[src/rtl/ctrl_pkg.sv]
// Shared decode constants and the ID/EX control-word layout for pipe_ctrl_hazard_unit.
// MULT/DIV/MFHI/MFLO functs are always listed here; the top decides whether they are legal.
package ctrl_pkg;

  localparam logic [5:0] OP_RTYPE = 6'h00;
  localparam logic [5:0] OP_J     = 6'h02;
  localparam logic [5:0] OP_BEQ   = 6'h04;
  localparam logic [5:0] OP_ADDI  = 6'h08;
  localparam logic [5:0] OP_ADDIU = 6'h09;
  localparam logic [5:0] OP_SLTI  = 6'h0a;
  localparam logic [5:0] OP_SLTIU = 6'h0b;
  localparam logic [5:0] OP_ANDI  = 6'h0c;
  localparam logic [5:0] OP_ORI   = 6'h0d;
  localparam logic [5:0] OP_XORI  = 6'h0e;
  localparam logic [5:0] OP_LUI   = 6'h0f;
  localparam logic [5:0] OP_LW    = 6'h23;
  localparam logic [5:0] OP_SW    = 6'h2b;

  localparam logic [5:0] F_SLL   = 6'h00;
  localparam logic [5:0] F_SRL   = 6'h02;
  localparam logic [5:0] F_SRA   = 6'h03;
  localparam logic [5:0] F_MFHI  = 6'h10;
  localparam logic [5:0] F_MFLO  = 6'h12;
  localparam logic [5:0] F_MULT  = 6'h18;
  localparam logic [5:0] F_MULTU = 6'h19;
  localparam logic [5:0] F_DIV   = 6'h1a;
  localparam logic [5:0] F_DIVU  = 6'h1b;

  localparam int CTRL_ALUOP_W = 4;
  typedef logic [CTRL_ALUOP_W-1:0] aluop_t;

  localparam aluop_t ALUOP_ADD   = 4'd0;
  localparam aluop_t ALUOP_SUB   = 4'd1;
  localparam aluop_t ALUOP_AND   = 4'd2;
  localparam aluop_t ALUOP_OR    = 4'd3;
  localparam aluop_t ALUOP_XOR   = 4'd4;
  localparam aluop_t ALUOP_SLT   = 4'd5;
  localparam aluop_t ALUOP_SLTU  = 4'd6;
  localparam aluop_t ALUOP_LUI   = 4'd7;
  localparam aluop_t RTYPE_ALUOP = 4'hf;

  typedef enum logic [1:0] {
    MD_MULT  = 2'b00,
    MD_MULTU = 2'b01,
    MD_DIV   = 2'b10,
    MD_DIVU  = 2'b11
  } mdop_e;

  typedef struct packed {
    logic       reg_dst;
    logic       use_immed;
    logic       use_shamt;
    logic       sign_extend;
    logic       mem_to_reg;
    logic       reg_write;
    logic       mem_read;
    logic       mem_write;
    logic       branch;
    logic       md_start;
    mdop_e      md_op;
    aluop_t     alu_op;
    logic [4:0] rs;
    logic [4:0] rt;
    logic [4:0] write_reg;
  } ctrl_t;

  localparam ctrl_t BUBBLE = '0;

  // Low two funct bits of MULT/MULTU/DIV/DIVU line up with the MdOp encoding.
  function automatic mdop_e md_op_of(input logic [5:0] funct);
    return mdop_e'(funct[1:0]);
  endfunction

endpackage

[src/rtl/pipe_ctrl_hazard_unit_if.sv]
// ID-stage instruction in, hazard controls and registered ID/EX control word out.
// master drives the instruction side; slave is the hazard unit.
interface pipe_ctrl_hazard_unit_if #(
  parameter int ALUOP_W = 4,
  parameter int REG_AW  = 5
);
  logic [31:0]        IdInstr;
  logic               IdValid;
  logic               BranchTaken;

  logic               PCWrite;
  logic               IFIDWrite;
  logic               IFIDFlush;
  logic               Jump;
  logic               MdBusy;

  logic               ExRegDst;
  logic               ExUseImmed;
  logic               ExUseShamt;
  logic               ExSignExtend;
  logic               ExMemToReg;
  logic               ExRegWrite;
  logic               ExMemRead;
  logic               ExMemWrite;
  logic               ExBranch;
  logic               ExMdStart;
  logic [1:0]         ExMdOp;
  logic [ALUOP_W-1:0] ExALUOp;
  logic [REG_AW-1:0]  ExRs;
  logic [REG_AW-1:0]  ExRt;
  logic [REG_AW-1:0]  ExWriteReg;

  modport master (
    output IdInstr, IdValid, BranchTaken,
    input  PCWrite, IFIDWrite, IFIDFlush, Jump, MdBusy,
    input  ExRegDst, ExUseImmed, ExUseShamt, ExSignExtend, ExMemToReg,
    input  ExRegWrite, ExMemRead, ExMemWrite, ExBranch, ExMdStart,
    input  ExMdOp, ExALUOp, ExRs, ExRt, ExWriteReg
  );

  modport slave (
    input  IdInstr, IdValid, BranchTaken,
    output PCWrite, IFIDWrite, IFIDFlush, Jump, MdBusy,
    output ExRegDst, ExUseImmed, ExUseShamt, ExSignExtend, ExMemToReg,
    output ExRegWrite, ExMemRead, ExMemWrite, ExBranch, ExMdStart,
    output ExMdOp, ExALUOp, ExRs, ExRt, ExWriteReg
  );
endinterface

[src/rtl/md_busy_tracker.sv]
// HI/LO occupancy counter: loads MD_LATENCY when a MULT/DIV enters EX, then counts down to 0.
// busy_o is derived from the registered count, so it rises the cycle after the load edge.
module md_busy_tracker #(
  parameter int MD_LATENCY = 32
) (
  input  logic clk_i,
  input  logic rst_i,
  input  logic load_i,
  output logic busy_o
);
  localparam int                CNT_W    = $clog2(MD_LATENCY + 1);
  localparam logic [CNT_W-1:0] LOAD_VAL = CNT_W'(MD_LATENCY);

  logic [CNT_W-1:0] cnt_q, cnt_d;

  always_comb begin
    cnt_d = cnt_q;
    if (load_i) begin
      cnt_d = LOAD_VAL;
    end else if (cnt_q != '0) begin
      cnt_d = cnt_q - CNT_W'(1);
    end
  end

  always_ff @(posedge clk_i or posedge rst_i) begin
    if (rst_i) begin
      cnt_q <= '0;
    end else begin
      cnt_q <= cnt_d;
    end
  end

  assign busy_o = (cnt_q != '0);

endmodule

[src/rtl/pipe_ctrl_hazard_unit.sv]
// ID decode plus load-use / HI-LO / branch / jump hazard control; one edge from ID to the Ex* word.
// CTRL_MULTDIV_EN enables MULT/DIV/MFHI/MFLO decode and the HI/LO busy tracker.
module pipe_ctrl_hazard_unit
  import ctrl_pkg::*;
#(
  parameter int ALUOP_W    = 4,
  parameter int MD_LATENCY = 32,
  parameter int REG_AW     = 5
) (
  input  logic                   CLK,
  input  logic                   Reset,
  pipe_ctrl_hazard_unit_if.slave bus
);

  logic [5:0] opcode, funct;
  logic [4:0] rs, rt, rd;
  logic       unused_shamt;

  assign opcode       = bus.IdInstr[31:26];
  assign rs           = bus.IdInstr[25:21];
  assign rt           = bus.IdInstr[20:16];
  assign rd           = bus.IdInstr[15:11];
  assign funct        = bus.IdInstr[5:0];
  assign unused_shamt = ^bus.IdInstr[10:6];

  ctrl_t dec;
  logic  legal, is_jump, uses_rs, uses_rt;
`ifdef CTRL_MULTDIV_EN
  logic  is_md_class;
`endif

  always_comb begin
    dec     = BUBBLE;
    legal   = 1'b1;
    is_jump = 1'b0;
    uses_rs = 1'b0;
    uses_rt = 1'b0;
`ifdef CTRL_MULTDIV_EN
    is_md_class = 1'b0;
`endif
    case (opcode)
      OP_RTYPE: begin
        case (funct)
          F_SLL, F_SRL, F_SRA: begin
            dec.reg_dst   = 1'b1;
            dec.reg_write = 1'b1;
            dec.use_shamt = 1'b1;
            dec.alu_op    = RTYPE_ALUOP;
            uses_rt       = 1'b1;
          end
`ifdef CTRL_MULTDIV_EN
          F_MFHI, F_MFLO: begin
            dec.reg_dst   = 1'b1;
            dec.reg_write = 1'b1;
            dec.alu_op    = RTYPE_ALUOP;
            is_md_class   = 1'b1;
          end
          F_MULT, F_MULTU, F_DIV, F_DIVU: begin
            dec.reg_dst  = 1'b1;
            dec.md_start = 1'b1;
            dec.md_op    = md_op_of(funct);
            dec.alu_op   = RTYPE_ALUOP;
            uses_rs      = 1'b1;
            uses_rt      = 1'b1;
            is_md_class  = 1'b1;
          end
`else
          F_MFHI, F_MFLO, F_MULT, F_MULTU, F_DIV, F_DIVU: begin
            legal = 1'b0;
          end
`endif
          default: begin
            dec.reg_dst   = 1'b1;
            dec.reg_write = 1'b1;
            dec.alu_op    = RTYPE_ALUOP;
            uses_rs       = 1'b1;
            uses_rt       = 1'b1;
          end
        endcase
      end
      OP_LW: begin
        dec.use_immed   = 1'b1;
        dec.sign_extend = 1'b1;
        dec.mem_to_reg  = 1'b1;
        dec.reg_write   = 1'b1;
        dec.mem_read    = 1'b1;
        dec.alu_op      = ALUOP_ADD;
        uses_rs         = 1'b1;
      end
      OP_SW: begin
        dec.use_immed   = 1'b1;
        dec.sign_extend = 1'b1;
        dec.mem_write   = 1'b1;
        dec.alu_op      = ALUOP_ADD;
        uses_rs         = 1'b1;
        uses_rt         = 1'b1;
      end
      OP_BEQ: begin
        dec.sign_extend = 1'b1;
        dec.branch      = 1'b1;
        dec.alu_op      = ALUOP_SUB;
        uses_rs         = 1'b1;
        uses_rt         = 1'b1;
      end
      OP_J: begin
        is_jump = 1'b1;
      end
      OP_ADDI, OP_ADDIU: begin
        dec.use_immed   = 1'b1;
        dec.sign_extend = 1'b1;
        dec.reg_write   = 1'b1;
        dec.alu_op      = ALUOP_ADD;
        uses_rs         = 1'b1;
      end
      OP_SLTI, OP_SLTIU: begin
        dec.use_immed   = 1'b1;
        dec.sign_extend = 1'b1;
        dec.reg_write   = 1'b1;
        dec.alu_op      = (opcode == OP_SLTI) ? ALUOP_SLT : ALUOP_SLTU;
        uses_rs         = 1'b1;
      end
      OP_ANDI, OP_ORI, OP_XORI: begin
        dec.use_immed = 1'b1;
        dec.reg_write = 1'b1;
        dec.alu_op    = (opcode == OP_ANDI) ? ALUOP_AND :
                        (opcode == OP_ORI)  ? ALUOP_OR  : ALUOP_XOR;
        uses_rs       = 1'b1;
      end
      OP_LUI: begin
        dec.use_immed = 1'b1;
        dec.reg_write = 1'b1;
        dec.alu_op    = ALUOP_LUI;
      end
      default: begin
        legal = 1'b0;
      end
    endcase

    // J does no EX work and illegal opcodes must look like bubbles, so neither carries specifiers.
    if (legal && !is_jump) begin
      dec.rs        = rs;
      dec.rt        = rt;
      dec.write_reg = dec.reg_dst ? rd : rt;
    end
  end

  ctrl_t ex_q, ex_d;
  logic  md_busy, md_haz, load_use, stall;
  logic  pc_write, ifid_write, ifid_flush, jump;

  assign load_use = ex_q.mem_read && (ex_q.rt != 5'd0) &&
                    ((uses_rs && (ex_q.rt == rs)) || (uses_rt && (ex_q.rt == rt)));
  assign stall    = bus.IdValid && (load_use || md_haz) && !bus.BranchTaken;

  always_comb begin
    ex_d       = BUBBLE;
    pc_write   = 1'b1;
    ifid_write = 1'b1;
    ifid_flush = 1'b0;
    jump       = 1'b0;
    if (bus.BranchTaken) begin
      ifid_flush = 1'b1;
    end else if (stall) begin
      pc_write   = 1'b0;
      ifid_write = 1'b0;
    end else if (bus.IdValid) begin
      ex_d = dec;
      if (is_jump) begin
        jump       = 1'b1;
        ifid_flush = 1'b1;
      end
    end
  end

  always_ff @(posedge CLK or posedge Reset) begin
    if (Reset) begin
      ex_q <= BUBBLE;
    end else begin
      ex_q <= ex_d;
    end
  end

`ifdef CTRL_MULTDIV_EN
  // ex_d.md_start is only set when a MULT/DIV survives branch and stall into ID/EX.
  md_busy_tracker #(
    .MD_LATENCY (MD_LATENCY)
  ) u_md_busy (
    .clk_i  (CLK),
    .rst_i  (Reset),
    .load_i (ex_d.md_start),
    .busy_o (md_busy)
  );

  assign md_haz        = md_busy && is_md_class;
  assign bus.ExMdStart = ex_q.md_start;
  assign bus.ExMdOp    = ex_q.md_op;
`else
  localparam int unused_md_latency = MD_LATENCY;
  logic unused_md_fields;

  assign md_busy          = 1'b0;
  assign md_haz           = 1'b0;
  assign unused_md_fields = ^{ex_q.md_start, ex_q.md_op};
  assign bus.ExMdStart    = 1'b0;
  assign bus.ExMdOp       = 2'b00;
`endif

  assign bus.PCWrite   = pc_write;
  assign bus.IFIDWrite = ifid_write;
  assign bus.IFIDFlush = ifid_flush;
  assign bus.Jump      = jump;
  assign bus.MdBusy    = md_busy;

  assign bus.ExRegDst     = ex_q.reg_dst;
  assign bus.ExUseImmed   = ex_q.use_immed;
  assign bus.ExUseShamt   = ex_q.use_shamt;
  assign bus.ExSignExtend = ex_q.sign_extend;
  assign bus.ExMemToReg   = ex_q.mem_to_reg;
  assign bus.ExRegWrite   = ex_q.reg_write;
  assign bus.ExMemRead    = ex_q.mem_read;
  assign bus.ExMemWrite   = ex_q.mem_write;
  assign bus.ExBranch     = ex_q.branch;
  assign bus.ExALUOp      = (ex_q.alu_op == RTYPE_ALUOP) ? {ALUOP_W{1'b1}} : ALUOP_W'(ex_q.alu_op);
  assign bus.ExRs         = REG_AW'(ex_q.rs);
  assign bus.ExRt         = REG_AW'(ex_q.rt);
  assign bus.ExWriteReg   = REG_AW'(ex_q.write_reg);

endmodule

[src/flat_wrapper.sv]
// flat-port wrapper written by rule: the top's interface ports become plain ports
module pipe_ctrl_hazard_unit_flat import ctrl_pkg::*;
#(
  parameter int ALUOP_W    = 4,
  parameter int MD_LATENCY = 32,
  parameter int REG_AW     = 5
)
  (CLK, Reset, bus_IdInstr, bus_IdValid, bus_BranchTaken, bus_PCWrite, bus_IFIDWrite, bus_IFIDFlush, bus_Jump, bus_MdBusy, bus_ExRegDst, bus_ExUseImmed, bus_ExUseShamt, bus_ExSignExtend, bus_ExMemToReg, bus_ExRegWrite, bus_ExMemRead, bus_ExMemWrite, bus_ExBranch, bus_ExMdStart, bus_ExMdOp, bus_ExALUOp, bus_ExRs, bus_ExRt, bus_ExWriteReg);
  pipe_ctrl_hazard_unit_if #(.ALUOP_W(ALUOP_W), .REG_AW(REG_AW)) bus_i ();
  input  logic CLK;
  input  logic Reset;
  input wire logic [$bits(bus_i.IdInstr)-1:0] bus_IdInstr;
  input wire logic [$bits(bus_i.IdValid)-1:0] bus_IdValid;
  input wire logic [$bits(bus_i.BranchTaken)-1:0] bus_BranchTaken;
  output wire logic [$bits(bus_i.PCWrite)-1:0] bus_PCWrite;
  output wire logic [$bits(bus_i.IFIDWrite)-1:0] bus_IFIDWrite;
  output wire logic [$bits(bus_i.IFIDFlush)-1:0] bus_IFIDFlush;
  output wire logic [$bits(bus_i.Jump)-1:0] bus_Jump;
  output wire logic [$bits(bus_i.MdBusy)-1:0] bus_MdBusy;
  output wire logic [$bits(bus_i.ExRegDst)-1:0] bus_ExRegDst;
  output wire logic [$bits(bus_i.ExUseImmed)-1:0] bus_ExUseImmed;
  output wire logic [$bits(bus_i.ExUseShamt)-1:0] bus_ExUseShamt;
  output wire logic [$bits(bus_i.ExSignExtend)-1:0] bus_ExSignExtend;
  output wire logic [$bits(bus_i.ExMemToReg)-1:0] bus_ExMemToReg;
  output wire logic [$bits(bus_i.ExRegWrite)-1:0] bus_ExRegWrite;
  output wire logic [$bits(bus_i.ExMemRead)-1:0] bus_ExMemRead;
  output wire logic [$bits(bus_i.ExMemWrite)-1:0] bus_ExMemWrite;
  output wire logic [$bits(bus_i.ExBranch)-1:0] bus_ExBranch;
  output wire logic [$bits(bus_i.ExMdStart)-1:0] bus_ExMdStart;
  output wire logic [$bits(bus_i.ExMdOp)-1:0] bus_ExMdOp;
  output wire logic [$bits(bus_i.ExALUOp)-1:0] bus_ExALUOp;
  output wire logic [$bits(bus_i.ExRs)-1:0] bus_ExRs;
  output wire logic [$bits(bus_i.ExRt)-1:0] bus_ExRt;
  output wire logic [$bits(bus_i.ExWriteReg)-1:0] bus_ExWriteReg;
  assign bus_i.IdInstr = bus_IdInstr;
  assign bus_i.IdValid = bus_IdValid;
  assign bus_i.BranchTaken = bus_BranchTaken;
  assign bus_PCWrite = bus_i.PCWrite;
  assign bus_IFIDWrite = bus_i.IFIDWrite;
  assign bus_IFIDFlush = bus_i.IFIDFlush;
  assign bus_Jump = bus_i.Jump;
  assign bus_MdBusy = bus_i.MdBusy;
  assign bus_ExRegDst = bus_i.ExRegDst;
  assign bus_ExUseImmed = bus_i.ExUseImmed;
  assign bus_ExUseShamt = bus_i.ExUseShamt;
  assign bus_ExSignExtend = bus_i.ExSignExtend;
  assign bus_ExMemToReg = bus_i.ExMemToReg;
  assign bus_ExRegWrite = bus_i.ExRegWrite;
  assign bus_ExMemRead = bus_i.ExMemRead;
  assign bus_ExMemWrite = bus_i.ExMemWrite;
  assign bus_ExBranch = bus_i.ExBranch;
  assign bus_ExMdStart = bus_i.ExMdStart;
  assign bus_ExMdOp = bus_i.ExMdOp;
  assign bus_ExALUOp = bus_i.ExALUOp;
  assign bus_ExRs = bus_i.ExRs;
  assign bus_ExRt = bus_i.ExRt;
  assign bus_ExWriteReg = bus_i.ExWriteReg;
  pipe_ctrl_hazard_unit #(.ALUOP_W(ALUOP_W), .MD_LATENCY(MD_LATENCY), .REG_AW(REG_AW)) u_core (.CLK(CLK), .Reset(Reset), .bus(bus_i));
endmodule
[config.mk]
export PLATFORM = sky130hd
export DESIGN_NAME = pipe_ctrl_hazard_unit_flat
export DESIGN_NICKNAME = d
export VERILOG_FILES = /design/src/rtl/ctrl_pkg.sv /design/src/rtl/pipe_ctrl_hazard_unit_if.sv /design/src/rtl/md_busy_tracker.sv /design/src/rtl/pipe_ctrl_hazard_unit.sv /design/src/flat_wrapper.sv
export SDC_FILE = /design/constraint.sdc
export NUM_CORES = 1
export LEC_CHECK = 0
export ABC_CLOCK_PERIOD_IN_PS = 6900
export CAP_MARGIN = 10
export CORE_UTILIZATION = 48
export CTS_BUF_LIST = sky130_fd_sc_hd__clkbuf_2
export CTS_CLUSTER_SIZE = 16
export DETAILED_ROUTE_END_ITERATION = 6
export PLACE_DENSITY = 0.93
export SKIP_LAST_GASP = 1
export SYNTH_ARGS = -nofsm -noshare
export SYNTH_HDL_FRONTEND = slang
export SYNTH_SLANG_ARGS = --single-unit
[constraint.sdc]
create_clock -name CLK -period 6.9 [get_ports CLK]
set_input_delay 1.38 -clock CLK [delete_from_list [all_inputs] [get_ports CLK]]
set_output_delay 1.38 -clock CLK [all_outputs]
set_load 0.01 [all_outputs]
==> metrics.cfg, run 1 <==
[status]
outcome = finished clean

[route]
drt-met1-wl_mm = 1.41
top_layer = met4
drc = 0
dr.pass1.iters = 4
vias = 1341
viasPerCell = 5.30
drt-wirelength-per-cell_microns = 13.7
drtIter0Drc = 45
drt-total-wl_mm = 3.46
wl_met3_microns = 287
ant_nets = 0
wl_met2_mm = 1.68

[grt]
grt_pass1_vias = 1264
antenna_found_initial = 0
overflow = 0
grtUsageTotal_pct = 19.8
grt_start_max_net_pins = 28
grt_pass1_wl_mm = 5.56

[finish]
post-route-util_pct = 64.8
final_cells = 253
drive_gt1_share_pct = 10.6
design_area_sq_um = 2200
multi_input_area_sq_um = 792
final.fill_count = 273
antenna_cells = 0
seq_area_sq_um = 676
area_delta_synth_final_pct = 27.7
nNetsFinal = 244

[clock_network]
cts_buffers = 3
cts_resized = 0
cts_setup_buffers = 0
cts_tree = done
insertion_delay_ns = 0.33
ctsHoldBuffers = 0
htreeDepth = 1
cts_sinks = 27
cts_root_buffer = clkbuf_2
path_clk_slew_ns = 0.22
cts_buffer_depth = 2

[pwr]
leakage_uw = 0.000890
irDropWorstVdd_mv = 0.0558
powerDensity_nw_per_um2 = 124

[synthesis]
yosys_warnings = 0
yosys.area.top_type_share_pct = 39.3
netlist.top_cell.by_area = dfrtp_1
synth_cells = 171
ys_dominant_reg_cell = dfrtp_1
syn_avg_cell_area_sq_um = 10.1
seq_area_frac_synth_pct = 39.3
synth_area_leaders = dfrtp_1 39%, buf_4 9.2%, nor3b_2 3.6%
synth_area_sq_um = 1720
synth-seq-cells = 27
synth_edf_count = 0
synthArstFlopShare_pct = 100
ys_types = 41

[sta]
achievable-frequency_mhz = 181
max-slew-margin-rel_pct = 34.6
rsz0062_at_grt = no
setup_viol = 0
drv_slew = 0
worst_slew_pin_slew_ns = 0.980
period_share_pct = 80.0
finalCriticalPeriod_ns = 5.52
tns_ns = 0
hold_violations = 0
skew_ns = 0.00698

[placement]
portBuffers = 62
placed_cell_area_sq_um = 2180
placed_cells = 249
dp_hpwl_mm = 2.64
gp_congestion = 0.838

[worst_setup_path]
crit_type = primary input to primary output
end_kind = primary output
regToRegSetupSlack_ns = 4.91
critPathMaxFanout = 13
startpoint_type = primary input
worst_ep_arrival_time_ns = 4.14
cp.required_ns = 5.52

[floorplan]
core_sq_um = 3390
io_pins = 72
start_util_pct = 50.7
fp.dieW_microns = 61.8
die_h_microns = 61.8
rows = 21
dieArea_sq_um = 3820

[job]
drv_cap = 0

[worst_hold_path]
hold_class = flop to flop

[per-stage QoR]
step	worst slack, ns	total power (uW)	hold WS (ns)
floorplan	2.63	194	0.819
global placement	1.52	217	0.847
detailed placement	1.38	218	0.850
CTS	1.40	276	0.886
global route	1.17	288	0.961
finish	1.38	273	0.907
[layer usage]
metal  global-route usage, %  up-vias
met1                    23.7      613
li1                        -      643
met3                    4.35        9
met2                    34.6       76
met4                    7.94        0
met5                       0        -
[logic make-up after synthesis]
family / count (synthesis) / share of synthesized area (%)
AO/OA/AOI/OAI: 21 / 9.90
XOR/XNOR: 10 / 5.09
buffers and inverters: 40 / 15.3
flip-flops: 27 / 39.3
multiplexers: 6 / 3.49
other: 1 / 0.218
AND/OR/NAND/NOR: 66 / 26.7
[registers in the layout, summed over array words and instances, names as in the netlist, 4 cells and up]
name	flops
u_core.ex_q	4
u_core.bus.ExWriteReg	5
u_core.bus.ExRs	5
u_core.bus.ExRt	5
[worst paths after layout]
kind	from	cells after the start	endpoint
min in group asynchronous	Reset	2	u_core.bus.ExRt[2]$_DFF_PP0_
max reg2reg	u_core.bus.ExRt[0]$_DFF_PP0_	6	u_core.bus.ExMemRead$_DFF_PP0_
min	u_core.bus.ExMemRead$_DFF_PP0_	4	u_core.ex_q[18]$_DFF_PP0_
max	bus_IdInstr[27]	7	bus_PCWrite
max in group asynchronous	Reset	2	u_core.bus.ExBranch$_DFF_PP0_
min reg2reg	u_core.bus.ExMemRead$_DFF_PP0_	4	u_core.ex_q[18]$_DFF_PP0_
[where the power goes]
part / switching [uW] / internal, uW / leakage, uW
sequential: 0.998 / 160 / 0.000375
combinational: 25.6 / 28.3 / 0.000498
clock: 42.1 / 15.3 / 0.0000166
[Yosys cell counts, types with 4 or more instances]
| cell type | count |
|---|---|
| nor3b_1 | 8 |
| o21ai_0 | 5 |
| inv_1 | 6 |
| clkbuf_1 | 6 |
| nor3b_2 | 5 |
| a21oi_1 | 5 |
| nor2_1 | 10 |
| nor3_1 | 9 |
| buf_4 | 21 |
| nor4_1 | 4 |
| mux2i_1 | 6 |
| buf_6 | 4 |
| xor2_1 | 7 |
| dfrtp_1 | 27 |
| nor3_2 | 6 |
[placed cells by master (no fill, tap or decap), types with 4 or more instances in the layout]
cell type,instances
dfrtp_1,27
nor3b_2,5
clkbuf_2,4
mux2i_1,6
inv_1,6
a21oi_1,5
xor2_1,7
conb_1,4
clkdlybuf4s50_1,62
nor2_1,10
nor3_2,6
nor3b_1,8
nor4_1,4
nor3_1,9
o21ai_0,5
[critical path, cell delays in order]
cell	delay [ns]
clkdlybuf4s50_1	0.60
nor4_1	0.47
o211a_1	0.53
nor3_2	0.14
nor2_2	0.37
nor2_1	0.13
clkdlybuf4s50_1	0.51
[final cells by class]
cell class	instances	share of cell area (%)
multi-input combinational	107	36.1
sequential	27	30.8
timing repair buffer	63	28.6
tap	46	2.62
inverter	6	1.03
clock buffer	4	0.912
Note: power is estimated with default switching activity, not from simulation.
==> inputs of run 2 (changes only) <==
--- a/config.mk
+++ b/config.mk
@@ -5,13 +5,13 @@
 export SDC_FILE = /design/constraint.sdc
 export NUM_CORES = 1
 export LEC_CHECK = 0
-export ABC_CLOCK_PERIOD_IN_PS = 6900
+export ABC_CLOCK_PERIOD_IN_PS = 5600
 export CAP_MARGIN = 10
-export CORE_UTILIZATION = 48
+export CORE_UTILIZATION = 44
 export CTS_BUF_LIST = sky130_fd_sc_hd__clkbuf_2
 export CTS_CLUSTER_SIZE = 16
 export DETAILED_ROUTE_END_ITERATION = 6
-export PLACE_DENSITY = 0.93
+export PLACE_DENSITY = 0.86
 export SKIP_LAST_GASP = 1
 export SYNTH_ARGS = -nofsm -noshare
 export SYNTH_HDL_FRONTEND = slang
==> constraint.sdc (replaced) <==
create_clock -name CLK -period 5.6 [get_ports CLK]
set_input_delay 1.12 -clock CLK [delete_from_list [all_inputs] [get_ports CLK]]
set_output_delay 1.12 -clock CLK [all_outputs]
set_load 0.01 [all_outputs]
==> metrics.cfg, run 2 (synthesis results as in run 1) <==
[status]
outcome = finished clean  ; unchanged

[clock_network]
cts_sinks = 27  ; unchanged
cts_root_buffer = clkbuf_2  ; unchanged
cts_buffer_depth = 2  ; unchanged
htreeDepth = 1  ; unchanged
cts_setup_buffers = 0  ; unchanged
cts_tree = done  ; unchanged
path_clk_slew_ns = 0.23  ; was 0.22 ns
ctsHoldBuffers = 0  ; unchanged
insertion_delay_ns = 0.34  ; was 0.33 ns
cts_buffers = 3  ; unchanged
cts_resized = 0  ; unchanged

[finish]
drive_gt1_share_pct = 11.1  ; was 10.6%
layout_commonest_cell = clkdlybuf4s50_1  ; unchanged
post-route-util_pct = 59.4  ; was 64.8%
mostFrequentLayoutCells = 62 x clkdlybuf4s50_1, 27 x dfrtp_1, 10 x nor2_1, 9 x nor3_1, 8 x nor3b_1  ; unchanged
antenna_cells = 0  ; unchanged
final.fill_count = 327  ; was 273
nNetsFinal = 245  ; was 244
final_cells = 256  ; was 253
area_delta_synth_final_pct = 28.3  ; was 27.7%

[worst_setup_path]
crit_type = primary input to primary output  ; unchanged
r2r-end = u_core.bus.ExRt[4]$_DFF_PP0_  ; was u_core.bus.ExMemRead$_DFF_PP0_
worst_ep_arrival_time_ns = 3.69  ; was 4.14 ns
crit_slowest_cell = clkdlybuf4s50_1  ; unchanged
cp_cell_sequence = clkdlybuf4s50_1, or3b_1, o211a_1, nor3_2, nor2_2, buf_4, nor2_1, clkdlybuf4s50_1  ; was clkdlybuf4s50_1, nor4_1, o211a_1, nor3_2, nor2_2, nor2_1, clkdlybuf4s50_1
startpoint_type = primary input  ; unchanged
timing.rr.start = u_core.bus.ExRt[4]$_DFF_PP0_  ; was u_core.bus.ExRt[0]$_DFF_PP0_
critPathMaxFanout = 13  ; unchanged
cp_top_family = buffers and inverters  ; unchanged
reg2reg_depth = 5  ; was 6
cp.required_ns = 4.48  ; was 5.52 ns
end_kind = primary output  ; unchanged
regToRegSetupSlack_ns = 3.64  ; was 4.91 ns
slowest_delay_ns = 0.55  ; was 0.60 ns
path_buf_inv = 3  ; was 2
cp_common_cell = clkdlybuf4s50_1  ; unchanged

[sta]
period_share_pct = 85.9
finalCriticalPeriod_ns = 4.81
achievable-frequency_mhz = 208
hold_violations = 0  ; unchanged
setup_viol = 0  ; unchanged
tns_ns = 0  ; unchanged
skew_ns = 0.00870  ; was 0.00698 ns
worst_slew_pin_slew_ns = 0.988  ; was 0.980 ns
drv_slew = 0  ; unchanged
holdWs_ns = 0.891  ; was 0.907 ns
rsz0062_at_grt = no  ; unchanged
max-slew-margin-rel_pct = 34.1  ; was 34.6%

[pwr]
p_total_uw = 338  ; was 273 uW
p_sw_share_pct = 25.6  ; was 25.2%
clockPowerShare_pct = 21.5  ; was 21.0%
p_comb_share_pct = 19.6  ; was 19.8%
internal_power_uw = 251  ; was 204 uW
leakage_uw = 0.000895  ; was 0.000890 uW
netSwitchingPower_uw = 86.6  ; was 68.7 uW
irDropWorstVdd_mv = 0.0683  ; was 0.0558 mV
power_frac_seq_pct = 58.9  ; was 59.2%
powerDensity_nw_per_um2 = 153  ; was 124 nW/um^2

[route]
viasPerCell = 5.21  ; was 5.30
drt-total-wl_mm = 3.53  ; was 3.46 mm
drtIter0Drc = 75  ; was 45
drc = 0  ; unchanged
ant_nets = 0  ; unchanged
vias = 1335  ; was 1341
dr.pass1.iters = 4  ; unchanged
drt-wirelength-per-cell_microns = 13.8  ; was 13.7 microns

[grt]
grt_start_max_net_pins = 28  ; unchanged
grtUsageTotal_pct = 17.3  ; was 19.8%
antenna_found_initial = 0  ; unchanged
grt_pass1_wl_mm = 5.63  ; was 5.56 mm
grt_pass1_vias = 1266  ; was 1264
overflow = 0  ; unchanged

[floorplan]
rows = 22  ; was 21
die_h_microns = 64.5  ; was 61.8 microns
io_pins = 72  ; unchanged
fp.dieW_microns = 64.5  ; was 61.8 microns
core_sq_um = 3720  ; was 3390 sq um
start_util_pct = 46.3  ; was 50.7%
dieArea_sq_um = 4160  ; was 3820 sq um

[placement]
placed_cells = 252  ; was 249
portBuffers = 62  ; unchanged
dp_hpwl_mm = 2.66  ; was 2.64 mm
gp_congestion = 0.868  ; was 0.838

[worst_hold_path]
holdPathEnd = u_core.bus.ExMemWrite$_DFF_PP0_  ; was u_core.ex_q[18]$_DFF_PP0_
min-delay-start = u_core.bus.ExMemRead$_DFF_PP0_  ; unchanged
hold_class = flop to flop  ; unchanged
hold_depth = 4  ; unchanged

[job]
drv_cap = 0  ; unchanged

-- run 2: area by class of cell --
type | count | area [sq um] | share of cell area, %
Tap cell | 48 | 60.1 | 2.72
Sequential cell | 27 | 676 | 30.6
Timing Repair Buffer | 64 | 636 | 28.8
Clock buffer | 4 | 20.0 | 0.908
Inverter | 6 | 22.5 | 1.02
Multi-Input combinational cell | 107 | 792 | 35.9
-- run 2: worst reg2reg max path, cell delays in order, from the launching register on --
cell and delay [ns]:
dfrtp_1 0.50, nor4_1 0.09, a211oi_1 0.32, nand4_1 0.26, o211ai_4 0.58, nor3b_1 0.11
-- run 2: worst max-delay path by stage --
| stage | cells past startpoint | slack [ns] | from | end |
|---|---|---|---|---|
| floorplan | 8 | 1.85 | bus_IdInstr[27] | bus_PCWrite |
| global placement | 8 | 0.83 | bus_IdInstr[4] | bus_PCWrite |
| detailed placement | 8 | 0.77 | bus_IdInstr[4] | bus_PCWrite |
| CTS | 8 | 0.76 | bus_IdInstr[4] | bus_PCWrite |
| global route | 8 | 0.60 | bus_IdInstr[27] | bus_IFIDWrite |
| finish | 8 | 0.79 | bus_IdInstr[4] | bus_PCWrite |
-- run 2: through the flow --
stage	setup WS, ns	cell area (sq um)
2_1_floorplan	1.85	1730
3_3_place_gp	0.830	2190
3_5_place_dp	0.767	2190
4_1_cts	0.762	2210
5_1_grt	0.598	2210
6_report	0.788	2210
-- run 2: metal layers --
layer	vias up	global-route usage, %	share of wire (%)
li1	648	-	-
met5	-	0	0
met1	633	21.2	43
met2	50	31.1	51
met3	4	2.64	5.2
met4	0	5.00	1.1
-- run 2: power by group through the flow --
stage / combinational, uW / clock, uW / sequential (uW)
global route: 72.1 / 82.1 / 199
floorplan: 37.2 / 0 / 202
global placement: 65.1 / 0 / 202
CTS: 66.6 / 74.7 / 199
detailed placement: 66.2 / 0 / 202
finish: 66.3 / 72.8 / 199
==> inputs of run 3 (changes only) <==
--- a/config.mk
+++ b/config.mk
@@ -12,6 +12,7 @@
 export CTS_CLUSTER_SIZE = 16
 export DETAILED_ROUTE_END_ITERATION = 6
 export PLACE_DENSITY = 0.86
+export REMOVE_ABC_BUFFERS = 1
 export SKIP_LAST_GASP = 1
 export SYNTH_ARGS = -nofsm -noshare
 export SYNTH_HDL_FRONTEND = slang
==> metrics.cfg, run 3 (synthesis results as in run 1) <==
[status]
outcome = finished clean  ; unchanged

[sta]
achievable-frequency_mhz = 211  ; was 208 MHz
max-slew-margin-rel_pct = 35.4  ; was 34.1%
finalCriticalPeriod_ns = 4.74  ; was 4.81 ns
holdWs_ns = 0.925  ; was 0.891 ns
hold_violations = 0  ; unchanged
setup_viol = 0  ; unchanged
skew_ns = 0.0208  ; was 0.00870 ns
tns_ns = 0  ; unchanged
period_share_pct = 84.6  ; was 85.9%
rsz0062_at_grt = no  ; unchanged
worst_slew_pin_slew_ns = 0.968  ; was 0.988 ns
drv_slew = 0  ; unchanged

[worst_setup_path]
slowest_delay_ns = 0.59  ; was 0.55 ns
timing.rr.start = u_core.bus.ExRt[0]$_DFF_PP0_  ; was u_core.bus.ExRt[4]$_DFF_PP0_
worst_ep_arrival_time_ns = 3.62  ; was 3.69 ns
crit_end = bus_IFIDWrite  ; was bus_PCWrite
crit_slowest_cell = clkdlybuf4s50_1  ; unchanged
cp-startpoint = bus_IdInstr[27]  ; was bus_IdInstr[4]
critPathMaxFanout = 13  ; unchanged
regToRegSetupSlack_ns = 3.63  ; was 3.64 ns
r2r-end = u_core.bus.ExBranch$_DFF_PP0_  ; was u_core.bus.ExRt[4]$_DFF_PP0_
crit_type = primary input to primary output  ; unchanged
cp_cell_sequence = clkdlybuf4s50_1, nor4_1, o211a_1, buf_4, nor3_2, nor2_2, nor2_1, clkdlybuf4s50_1  ; was clkdlybuf4s50_1, or3b_1, o211a_1, nor3_2, nor2_2, buf_4, nor2_1, clkdlybuf4s50_1
cp_common_cell = clkdlybuf4s50_1  ; unchanged
startpoint_type = primary input  ; unchanged
end_kind = primary output  ; unchanged
cp.required_ns = 4.48  ; about the same
reg2reg_depth = 6  ; was 5

[finish]
final.fill_count = 324  ; was 327
mostFrequentLayoutCells = 62 x clkdlybuf4s50_1, 27 x dfrtp_1, 10 x nor2_1, 9 x nor3_1, 8 x nor3b_1  ; unchanged
final_cells = 256  ; unchanged
drive_gt1_share_pct = 11.1  ; unchanged
post-route-util_pct = 59.4  ; unchanged
nNetsFinal = 245  ; unchanged
layout_commonest_cell = clkdlybuf4s50_1  ; unchanged
antenna_cells = 0  ; unchanged
area_delta_synth_final_pct = 28.3  ; unchanged

[job]
drv_cap = 0  ; unchanged

[grt]
grt_start_max_net_pins = 28  ; unchanged
grt_pass1_vias = 1264  ; was 1266
grtUsageTotal_pct = 18.1  ; was 17.3%
grt_pass1_wl_mm = 5.83  ; was 5.63 mm
antenna_found_initial = 0  ; unchanged
overflow = 0  ; unchanged

[clock_network]
cts_tree = done  ; unchanged
cts_setup_buffers = 0  ; unchanged
ctsHoldBuffers = 0  ; unchanged
cts_buffer_depth = 2  ; unchanged
cts_sinks = 27  ; unchanged
path_clk_slew_ns = 0.23  ; about the same
cts_resized = 0  ; unchanged
insertion_delay_ns = 0.34  ; about the same
cts_root_buffer = clkbuf_2  ; unchanged
htreeDepth = 1  ; unchanged
cts_buffers = 3  ; unchanged

[pwr]
irDropWorstVdd_mv = 0.0752  ; was 0.0683 mV
clockPowerShare_pct = 21.0  ; was 21.5%
p_sw_share_pct = 25.0  ; was 25.6%
powerDensity_nw_per_um2 = 152  ; was 153 nW/um^2
internal_power_uw = 251  ; about the same
power_frac_seq_pct = 59.3  ; was 58.9%
netSwitchingPower_uw = 83.8  ; was 86.6 uW
p_comb_share_pct = 19.7  ; was 19.6%
p_total_uw = 335  ; was 338 uW
leakage_uw = 0.000895  ; about the same

[route]
drtIter0Drc = 47  ; was 75
ant_nets = 0  ; unchanged
drc = 0  ; unchanged
drt-wirelength-per-cell_microns = 13.2  ; was 13.8 microns
drt-total-wl_mm = 3.38  ; was 3.53 mm
vias = 1303  ; was 1335
dr.pass1.iters = 4  ; unchanged
viasPerCell = 5.09  ; was 5.21

[floorplan]
rows = 22  ; unchanged
io_pins = 72  ; unchanged
start_util_pct = 46.3  ; unchanged
dieArea_sq_um = 4160  ; unchanged
die_h_microns = 64.5  ; unchanged
fp.dieW_microns = 64.5  ; unchanged
core_sq_um = 3720  ; unchanged

[placement]
gp_congestion = 0.835  ; was 0.868
placed_cells = 252  ; unchanged
dp_hpwl_mm = 2.55  ; was 2.66 mm
portBuffers = 62  ; unchanged

[worst_hold_path]
hold_class = flop to flop  ; unchanged

-- run 3: worst max-delay path, delay by kind of cell --
kind            cells  cell delay [ns]
simple gates        4             0.97
buf+inv             3             1.30
compound gates      1             0.21
-- run 3: layer usage --
| metal | up-vias | GRT usage, % | wire length, microns |
|---|---|---|---|
| li1 | 649 | - | - |
| met1 | 594 | 23.1 | 1520 |
| met2 | 51 | 30.5 | 1640 |
| met3 | 9 | 2.64 | 140 |
| met4 | 0 | 7.50 | 73 |
| met5 | - | 0 | 0 |
-- run 3: layout make-up --
class | count | area [sq um] | share of cell area [%]
clock buffers | 4 | 20.0 | 0.908
flip-flops and latches | 27 | 676 | 30.6
repair buffers | 64 | 636 | 28.8
well taps | 48 | 60.1 | 2.72
inverters | 6 | 22.5 | 1.02
multi-input cells | 107 | 792 | 35.9
-- run 3: power groups by stage --
stage                     registers (uW)  clock network, uW  logic [uW]
after floorplan                      203                  0        26.1
after global placement               202                  0        65.2
after detailed placement             202                  0        66.2
after CTS                            199               73.5        66.5
after global routing                 199               83.3        72.4
final                                199               70.4        66.0
-- run 3: through the flow --
step	worst slack [ns]	cell area [sq um]
6_report	0.861	2210
4_1_cts	0.852	2210
3_5_place_dp	0.858	2190
2_1_floorplan	1.65	1490
5_1_grt	0.685	2210
3_3_place_gp	0.886	2190
-- run 3: worst min path at each step --
stage                                    endpoint  depth (start not counted)                            from
floorplan           u_core.bus.ExRegDst$_DFF_PP0_                          3    u_core.bus.ExRt[3]$_DFF_PP0_
global placement        u_core.ex_q[18]$_DFF_PP0_                          4  u_core.bus.ExMemRead$_DFF_PP0_
detailed placement  u_core.bus.ExRegDst$_DFF_PP0_                          4  u_core.bus.ExMemRead$_DFF_PP0_
CTS                 u_core.bus.ExRegDst$_DFF_PP0_                          4  u_core.bus.ExMemRead$_DFF_PP0_
global route        u_core.bus.ExRegDst$_DFF_PP0_                          4  u_core.bus.ExMemRead$_DFF_PP0_
finish              u_core.bus.ExRegDst$_DFF_PP0_                          4  u_core.bus.ExMemRead$_DFF_PP0_
